**config.mk**
```make
export PLATFORM = sky130hd
export DESIGN_NAME = apb_mst_bridge
export DESIGN_NICKNAME = d
export VERILOG_FILES = /design/src/rtl/apb_pkg.sv /design/src/rtl/apb_mst_bridge.sv
export SDC_FILE = /design/constraint.sdc
export NUM_CORES = 1
export LEC_CHECK = 0
export BUFFER_PORTS_ARGS = -buffer_cell sky130_fd_sc_hd__buf_2
export CAP_MARGIN = 20
export CORE_ASPECT_RATIO = 0.5
export CORE_MARGIN = 10
export CORE_UTILIZATION = 41
export CTS_CLUSTER_SIZE = 28
export DETAILED_ROUTE_END_ITERATION = 10
export HOLD_SLACK_MARGIN = 0.12
export PLACE_DENSITY = 0.86
export SKIP_CTS_REPAIR_TIMING = 1
export SLEW_MARGIN = 20
export SYNTH_ARGS = -nofsm -noshare
export SYNTH_HDL_FRONTEND = slang
export SYNTH_SLANG_ARGS = --single-unit
```
**constraint.sdc**
```tcl
create_clock -name clk -period 1.3 [get_ports clk]
set_input_delay 0.26 -clock clk [delete_from_list [all_inputs] [get_ports clk]]
set_output_delay 0.26 -clock clk [all_outputs]
set_load 0.05 [all_outputs]
```
**src/rtl/apb_pkg.sv**
```systemverilog
// Shared APB definitions: bridge FSM states, peripheral base addresses
// and UART register offsets.
package apb_pkg;

    typedef enum logic [1:0] {
        IDLE,
        SETUP,
        ACCESS
    } state_t;

    localparam logic [31:0] UART_BASE = 32'h4000_1000;
    localparam logic [31:0] GPIO_BASE = 32'h4000_2000;

    localparam logic [7:0] UART_CFG      = 8'h00;
    localparam logic [7:0] UART_TOP_CTRL = 8'h04;
    localparam logic [7:0] UART_PE_CTRL  = 8'h08;
    localparam logic [7:0] UART_BAUD     = 8'h0C;
    localparam logic [7:0] UART_STAT     = 8'h10;
    localparam logic [7:0] UART_TXD      = 8'h14;
    localparam logic [7:0] UART_RXD      = 8'h18;
    localparam logic [7:0] UART_IRQ      = 8'h1C;

endpackage

```
**src/rtl/apb_mst_bridge.sv**
```systemverilog
// Single-outstanding APB initiator: valid/ready request in, SETUP/ACCESS
// transfer out, one-cycle rsp_valid pulse back with read data.
// Ports: clk, rst_n; req_* request side; rsp_* response side;
// psel/penable/pwrite/paddr/pwdata/prdata/pready/pslverr APB side.
// Optional APB_MST_PREADY_EN: honour pready/pslverr with TIMEOUT guard.
module apb_mst_bridge
    import apb_pkg::*;
#(
    parameter int ADDR_W  = 32,
    parameter int DATA_W  = 32,
    parameter int TIMEOUT = 16
) (
    input  logic              clk,
    input  logic              rst_n,
    input  logic              req_valid,
    output logic              req_ready,
    input  logic              req_write,
    input  logic [ADDR_W-1:0] req_addr,
    input  logic [DATA_W-1:0] req_wdata,
    output logic              rsp_valid,
    output logic [DATA_W-1:0] rsp_rdata,
    output logic              rsp_err,
    output logic              psel,
    output logic              penable,
    output logic              pwrite,
    output logic [ADDR_W-1:0] paddr,
    output logic [DATA_W-1:0] pwdata,
    input  logic [DATA_W-1:0] prdata,
    input  logic              pready,
    input  logic              pslverr
);

    state_t state, state_nx;
    logic   done;
    logic   err;
    logic   accept;

`ifdef APB_MST_PREADY_EN
    localparam int CW = $clog2(TIMEOUT) + 1;
    logic [CW-1:0] wait_cnt;

    // Timeout completes on the TIMEOUT-th stalled ACCESS cycle.
    assign done = (state == ACCESS) &&
                  (pready || (wait_cnt == CW'(TIMEOUT - 1)));
    assign err  = !pready || pslverr;

    always_ff @(posedge clk or negedge rst_n) begin
        if (!rst_n) begin
            wait_cnt <= '0;
        end else if (state == SETUP) begin
            wait_cnt <= '0;
        end else if (state == ACCESS && !pready) begin
            wait_cnt <= wait_cnt + 1'b1;
        end
    end
`else
    logic unused_apb_in;
    assign unused_apb_in = ^{pready, pslverr};
    assign done = (state == ACCESS);
    assign err  = 1'b0;
`endif

    assign req_ready = (state == IDLE) || done;
    assign accept    = req_valid && req_ready;
    assign psel      = (state != IDLE);
    assign penable   = (state == ACCESS);

    always_ff @(posedge clk or negedge rst_n) begin
        if (!rst_n) begin
            state <= IDLE;
        end else begin
            state <= state_nx;
        end
    end

    always_comb begin
        state_nx = state;
        unique case (state)
            IDLE:    if (accept) state_nx = SETUP;
            SETUP:   state_nx = ACCESS;
            ACCESS:  if (done) state_nx = accept ? SETUP : IDLE;
            default: state_nx = IDLE;
        endcase
    end

    // Request fields held until the next accept, not cleared in IDLE.
    always_ff @(posedge clk or negedge rst_n) begin
        if (!rst_n) begin
            pwrite <= 1'b0;
            paddr  <= '0;
            pwdata <= '0;
        end else if (accept) begin
            pwrite <= req_write;
            paddr  <= req_addr;
            pwdata <= req_wdata;
        end
    end

    always_ff @(posedge clk or negedge rst_n) begin
        if (!rst_n) begin
            rsp_valid <= 1'b0;
            rsp_rdata <= '0;
            rsp_err   <= 1'b0;
        end else begin
            rsp_valid <= done;
            if (done) begin
                rsp_rdata <= (pwrite || err) ? '0 : prdata;
                rsp_err   <= err;
            end
        end
    end

endmodule

```
Word level (Yosys, flattened, before mapping)

Cells that the tools add are included.

Register bits: 100
Input bits: 102
Output and inout port bits: 102
Logic and storage cells: 17

Equal/unequal tests: 3
Mux-type cells: 4
Reduce and logical (&&, ||, !) cells: 4

Operators with widths:

| kind                                           | count |
|---|---|
| two-way mux 32 bit                             | 1 |
| case mux 2 bit (3 select lines)                | 1 |
| == test 2 x 1 -> 1 bit (second input constant) | 1 |
| == test 2 bit (second input constant)          | 1 |
| logical NOT 2 bit                              | 1 |
| two-way mux 2 bit                              | 1 |
| inequality test 2 bit (second input constant)  | 1 |
| nonzero test 2 bit                             | 1 |
| logical AND 1 bit                              | 1 |
| logical OR 1 bit                               | 1 |
| two-way mux 1 bit                              | 1 |

Logic depth before layout (Yosys ltp)

Gate-level depths: netlist (run 1).

Depth after elaboration: 5
Gate-level depth with buffers: 4
Gate-level depth less buffers: 2

Worst setup path before layout (run 1)

OpenSTA, ideal clock, no wires.

Path kind: flip-flop to flip-flop
From: register pwrite
To: register rsp_rdata[10]
Library setup time: 0.125 ns
Arrival time: 1.314 ns
Data required time: 1.175 ns
Path slack: -0.139 ns
Stages on the path, launching flop included: 4
Buffers on the path: 1
Clock period less this slack: 1.439 ns
Path through: dfrtp_1 clkbuf_1 nor2b_1 mux2_2

Word-level cells in the longest chain between the ends: 1

RTL lines:

| item                   | RTL line              | text |
|---|---|---|
| start, declared        | apb_mst_bridge.sv:25  | `output logic pwrite,` |
| start signal, assigned | apb_mst_bridge.sv:93  | `pwrite <= req_write;` |
| two-way mux 32 bit     | apb_mst_bridge.sv:107 | `rsp_rdata <= (pwrite \|\| err) ? '0 : prdata;` |
| end signal, assigned   | apb_mst_bridge.sv:107 |  |
| end, declared          | apb_mst_bridge.sv:21  | `output logic [DATA_W-1:0] rsp_rdata,` |

No other way between the ends.
A chain may end at the register's enable or synchronous reset.

Worst setup path after layout (run 1)

From: register state[0]
To: output penable

Word-level cells in the longest chain between the ends: 1

RTL lines:

| item                   | RTL line             | text |
|---|---|---|
| start, declared        | apb_mst_bridge.sv:33 | `state_t state, state_nx;` |
| start signal, assigned | apb_mst_bridge.sv:72 | `state <= state_nx;` |
| == test 2 bit          | apb_mst_bridge.sv:66 | `assign penable = (state == ACCESS);` |
| end, declared          | apb_mst_bridge.sv:24 | `output logic penable,` |

No other way between the ends.

==> results of run 1 <==
## state kept, by name, indices dropped and copies added, names as in the netlist
register   cells
paddr         32
pwrite         1
rsp_rdata     32
pwdata        32
rsp_valid      1
state          2
## cell usage after synthesis, drive strengths merged
master	count
clkbuf	3
conb	1
or2	1
nor2b	34
inv	1
dfrtp	100
nor2	1
buf	12
mux2	97
## logic make-up (layout without fill, tap and decap cells)
group,after synthesis,after routing
DFF,100,100
muxes,97,97
other,1,3
and+or+nand+nor,36,36
buffers and inverters,16,251
## layout make-up
class	count	area, um^2	share of cell area
clock buffer	13	250.2	0.04188
antenna	2	5.005	0.0008375
multi-input combinational	134	1505	0.2519
tap	135	168.9	0.02827
clock inverter	2	12.51	0.002094
sequential	100	2505	0.4192
inverter	1	6.256	0.001047
timing repair buffer	235	1523	0.2548
## metrics by stage
stage	TNS [ns]	instance area (um^2)	instances	power [mW]	hold slack [ns]
after global placement	-1.340	5166	581	7.605	0.1430
after global routing	-15.57	5971	620	10.94	0.1315
after CTS	-4.824	5429	596	10.16	-0.2219
final	-12.43	5976	622	10.50	0.1316
after detailed placement	-2.872	5166	581	7.718	0.1407
after floorplan	0	3964	250	6.631	-0.03559
## worst min-delay path by stage
stage / cells past startpoint / startpoint / end
after floorplan: 0 / rst_n / paddr[0]
after global placement: 1 / rst_n / rsp_valid
after detailed placement: 1 / rst_n / rsp_rdata[29]
after CTS: 1 / rst_n / rsp_rdata[1]
after global routing: 2 / req_addr[3] / paddr[3]
final: 2 / req_addr[21] / paddr[21]
## power by group through the flow
stage	clock (mW)	sequential, mW	combinational [mW]
global placement	0	3.95	3.66
finish	2.45	3.95	4.10
global route	2.65	4.03	4.26
detailed placement	0	4.00	3.72
floorplan	0	5.92	0.715
CTS	2.49	3.94	3.73
## per-layer routing
metal | vias up | GRT usage
met3 | 36 | 0.03539
met2 | 88 | 0.3058
met4 | 0 | 0.07504
li1 | 1312 | -
met5 | - | 0
met1 | 1494 | 0.1342
## worst max-delay path, cell delays in order, from the launching register on
cell and delay, ns:
dfrtp_2 0.45, nor2b_4 0.16, buf_6 0.14, buf_8 0.15
==> reports/qor.txt, run 1 <==
Outcome: finished, violations left
Failing checks: negative setup slack
IO Port Bufs: 200
CP Launch Point: state[0]
Setup violations, final: 98
Remaining DRCs: 0
Xor and xnor area share after synthesis: 0
Reg power frac: 0.376
Most frequent cells in the layout: buf_2 (195), dfrtp_1 (98), mux2_4 (45), mux2_2 (36), nor2b_1 (32)
CTS tree: built
Synth-to-Final Area Change: 51.23%
R2r endpoint: paddr[8]
Die area: 0.01420 mm^2
Initial core utilization: 0.4197
Clock Latency Late Sink: 0.34 ns
Commonest non-fill, non-tap cell in the layout: buf_2
Antenna-violating nets left: 0
Power density over the cells: 1758 mW/mm^2
Reg-to-reg slack, setup: -0.19 ns
Final cycle utilization of the critical path: 1.148
Met3 WL: 412 um
Crit path arrival time: 1.23 ns
Clock group share of total power: 0.233
Routed WL per cell: 20.16 um
P_int: 6.308 mW
IO Count: 204
Max-cap violations: 0
Area share of the largest cell type after synthesis: 0.6333
Layout net count: 583
Num CTS Buffers: 9
CP endpoint kind: output pin
Yosys reg bits: 100
Routed length on met1: 4.240 mm
First-pass GRT wire length: 16.53 mm
Reg2reg start: state[0]
Unique masters post-synth: 13
Static Leak: 3.072 nW
Clk_skew: 0.009299 ns
Reg clk slew, reported paths: 0.06 ns
WL met2: 7.424 mm
Hold Fails Final Rpt: 0
Vias in the first global route: 3137
Final critical-path required period: 1.493 ns
Largest family of logic cells by synthesized area: multiplexers
Unrepaired setup endpoints after global routing: yes
Largest net degree at the start of global routing: 35
Iter 0 DRT Violations: 119
CTS Sinks: 100
Global route overflow: 0
Part of the Yosys area used for sequential elements: 0.6333
Initial antenna violation count: 0
Placer Congestion: 0.7567
Netlist Area Pre-Place: 0.003951 mm^2
CTS max path bufs: 2
Net Sw Frac: 0.3994
First-pass iteration count of the detailed router: 4
Compound-Gate Fraction of Synth Area: 0
H-tree levels: 3
Via count: 2930
Crit start category: flop
Fillers: 717
Post-Syn Area per Cell: 15.81 um^2
Tot GR Track Use: 0.1472
Synth top area cells: dfrtp_1 (63%), mux2_2 (17%), mux2_1 (11%)
Chip height: 89.42 um
Post-Synthesis Cells: 250
Psw: 4.195 mW
Post-Synth Adder-Cell Area: 0
Die Wd: 158.8 um
CP required: 1.04 ns
Combinational Power Share: 0.390
Max Clk Rate: 669.8 MHz
Row count: 25
Ratio of cells with drive above 1 in the final layout: 0.6866
Min-Delay Path Class: in -> reg
Final Util: 0.6347
R2R cell count: 5
CTS root buffer: clkbuf_16
Setup crit end: penable
Final WS setup: -0.1930 ns
Post-synth net total: 352
Worst vdd ir: 0.7924 mV
Top sig layer: met4
Setup CP Type: reg -> out
Final Slew Violations: 0
Final WL: 12.54 mm
Synth Warn #: 0
HPWL after DPL: 8.517 mm
Multiplexer share of the synthesized area: 0.2764
DR vias/cell: 4.711
CORE AREA: 0.009415 mm^2
Cell taking the most area after synthesis: dfrtp_1
Synth Area in Simple Gates: 0.05700
Crit path max fanout: 6
Place WS: -0.08100 ns
(Power assumes the default switching activity.)
==> run 2: changes to the inputs <==
--- a/config.mk
+++ b/config.mk
@@ -7,13 +7,13 @@
 export LEC_CHECK = 0
 export BUFFER_PORTS_ARGS = -buffer_cell sky130_fd_sc_hd__buf_2
 export CAP_MARGIN = 20
-export CORE_ASPECT_RATIO = 0.5
+export CORE_ASPECT_RATIO = 1.75
 export CORE_MARGIN = 10
 export CORE_UTILIZATION = 41
 export CTS_CLUSTER_SIZE = 28
 export DETAILED_ROUTE_END_ITERATION = 10
 export HOLD_SLACK_MARGIN = 0.12
-export PLACE_DENSITY = 0.86
+export PLACE_DENSITY = 0.85
 export SKIP_CTS_REPAIR_TIMING = 1
 export SLEW_MARGIN = 20
 export SYNTH_ARGS = -nofsm -noshare
==> reports/qor.txt, run 2 (synthesized netlist as in run 1, its figures left out) <==
Setup violations, final: 97
First-pass iteration count of the detailed router: 4
Final hold slack: 0.1467 ns
Min-Delay Path Class: in -> reg
Static Leak: 3.300 nW
Failing checks: negative setup slack
Layout net count: 590
Routed WL per cell: 21.00 um
Final WS setup: -0.1923 ns
Remaining DRCs: 0
Outcome: finished, violations left
Max Clk Rate: 670.1 MHz
Worst vdd ir: 1.098 mV
Via count: 3034
Final WL: 12.93 mm
CTS tree: built
Largest regs: paddr: 32 flops, pwdata: 32 flops, rsp_rdata: 32 flops
CP Launch Point: state[0]
Hold Fails Final Rpt: 0
Final Slew Violations: 0
Iter 0 DRT Violations: 108
Synth-to-Final Area Change: 60.10%
Fillers: 689
Die area: 0.01412 mm^2
Num CTS Buffers: 9
CTS root buffer: clkbuf_16
CTS Sinks: 100
Top cell by count, worst path: buf_12
Clock Latency Late Sink: 0.34 ns
Worst path bufs/invs: 3
Placer Congestion: 0.7879
Die Wd: 94.21 um
Startpoint of the worst hold path: req_addr[11]
Crit path max-delay family: flip-flops
Most frequent cells in the layout: buf_2 (195), dfrtp_1 (98), mux2_4 (91), nor2b_1 (32)
Setup CP Type: reg -> reg
CP endpoint kind: flop
Largest net degree at the start of global routing: 42
Final cycle utilization of the critical path: 1.148
Global route overflow: 0
Reg2reg start: state[0]
Tot GR Track Use: 0.1480
H-tree levels: 3
Crit path arrival time: 1.71 ns
CTS max path bufs: 2
Max incr delay on CP: 0.46 ns
Crit start category: flop
CORE AREA: 0.009468 mm^2
HPWL after DPL: 8.872 mm
Initial antenna violation count: 0
First-pass GRT wire length: 16.04 mm
Final critical-path required period: 1.492 ns
Max-cap violations: 0
Initial core utilization: 0.4173
Row count: 47
Clk_skew: 0.007532 ns
CP required: 1.52 ns
Unrepaired setup endpoints after global routing: yes
Critical-path top delay cell: dfrtp_2
IO Port Bufs: 200
Worst-path cell chain: nor2b_4 -> buf_12 -> buf_6 -> buf_12 -> mux2_4
Reg clk slew, reported paths: 0.07 ns
DR vias/cell: 4.925
Ratio of cells with drive above 1 in the final layout: 0.7282
Crit path max fanout: 11
Vias in the first global route: 3089
IO Count: 204
Power density over the cells: 1744 mW/mm^2
Commonest non-fill, non-tap cell in the layout: buf_2
Chip height: 149.9 um
Antenna-violating nets left: 0
Sum Neg Setup Slack: -10.06 ns
==> run 2: cell count changes in the layout (fill, tap and decap cells not counted), moves of 5 or more <==
cell | previous run | this run
buf_4 | 15 | 7
mux2_4 | 45 | 91
mux2_1 | 16 | 0
buf_6 | 7 | 14
mux2_2 | 36 | 6
buf_8 | 4 | 9
==> run 2: stage by stage <==
stage                     std cells    util  instance area, um^2  total power, mW  setup WS [ns]
after floorplan                 250       -                 3964            6.631        0.01689
after global placement          573  0.5505                 5213            7.636       -0.07484
after detailed placement        573  0.5505                 5213            7.755        -0.1290
after CTS                       589  0.5823                 5513            10.43        -0.3788
after global routing            615  0.6679                 6324            11.43        -0.2373
final                           616  0.6682                 6326            11.04        -0.1923
==> run 2: worst paths after layout <==
check,endpoint,slack (ns),cells past startpoint
max,pwdata[26],-0.19,5
min,paddr[11],0.15,2
max reg2reg,pwdata[26],-0.19,5
min reg2reg,rsp_rdata[6],0.50,1
max in group asynchronous,pwdata[7],0.40,3
min in group asynchronous,rsp_rdata[10],0.38,2
==> run 2: power by group <==
group          total, mW  switching, mW  internal, mW
sequential          3.99          0.325          3.66
combinational       4.37           2.84          1.53
clock               2.68           1.17          1.51
total               11.0           4.34          6.70
==> run 2: routing by layer <==
layer,share of wire,vias up,track usage,routed length [um]
li1,-,1324,-,-
met1,0.34,1531,0.1345,4415
met2,0.55,141,0.2697,7118
met3,0.063,38,0.05115,821
met4,0.045,0,0.08931,578
met5,0,-,0,0
==> run 2: area by class of cell <==
type | instances | area [um^2] | share of cell area
inverter | 1 | 3.754 | 0.0005934
clock buffer | 10 | 229.0 | 0.03619
timing repair buffer | 242 | 1684 | 0.2662
sequential | 100 | 2505 | 0.3960
multi-input combinational | 134 | 1678 | 0.2652
tap | 122 | 152.6 | 0.02413
antenna | 1 | 2.502 | 0.0003956
clock inverter | 6 | 71.32 | 0.01127
==> run 2: worst register-to-register path, cell delays in order (launching register included) <==
cell	delay, ns
dfrtp_2	0.46
nor2b_4	0.19
buf_12	0.15
buf_6	0.10
buf_12	0.14
mux2_4	0.33
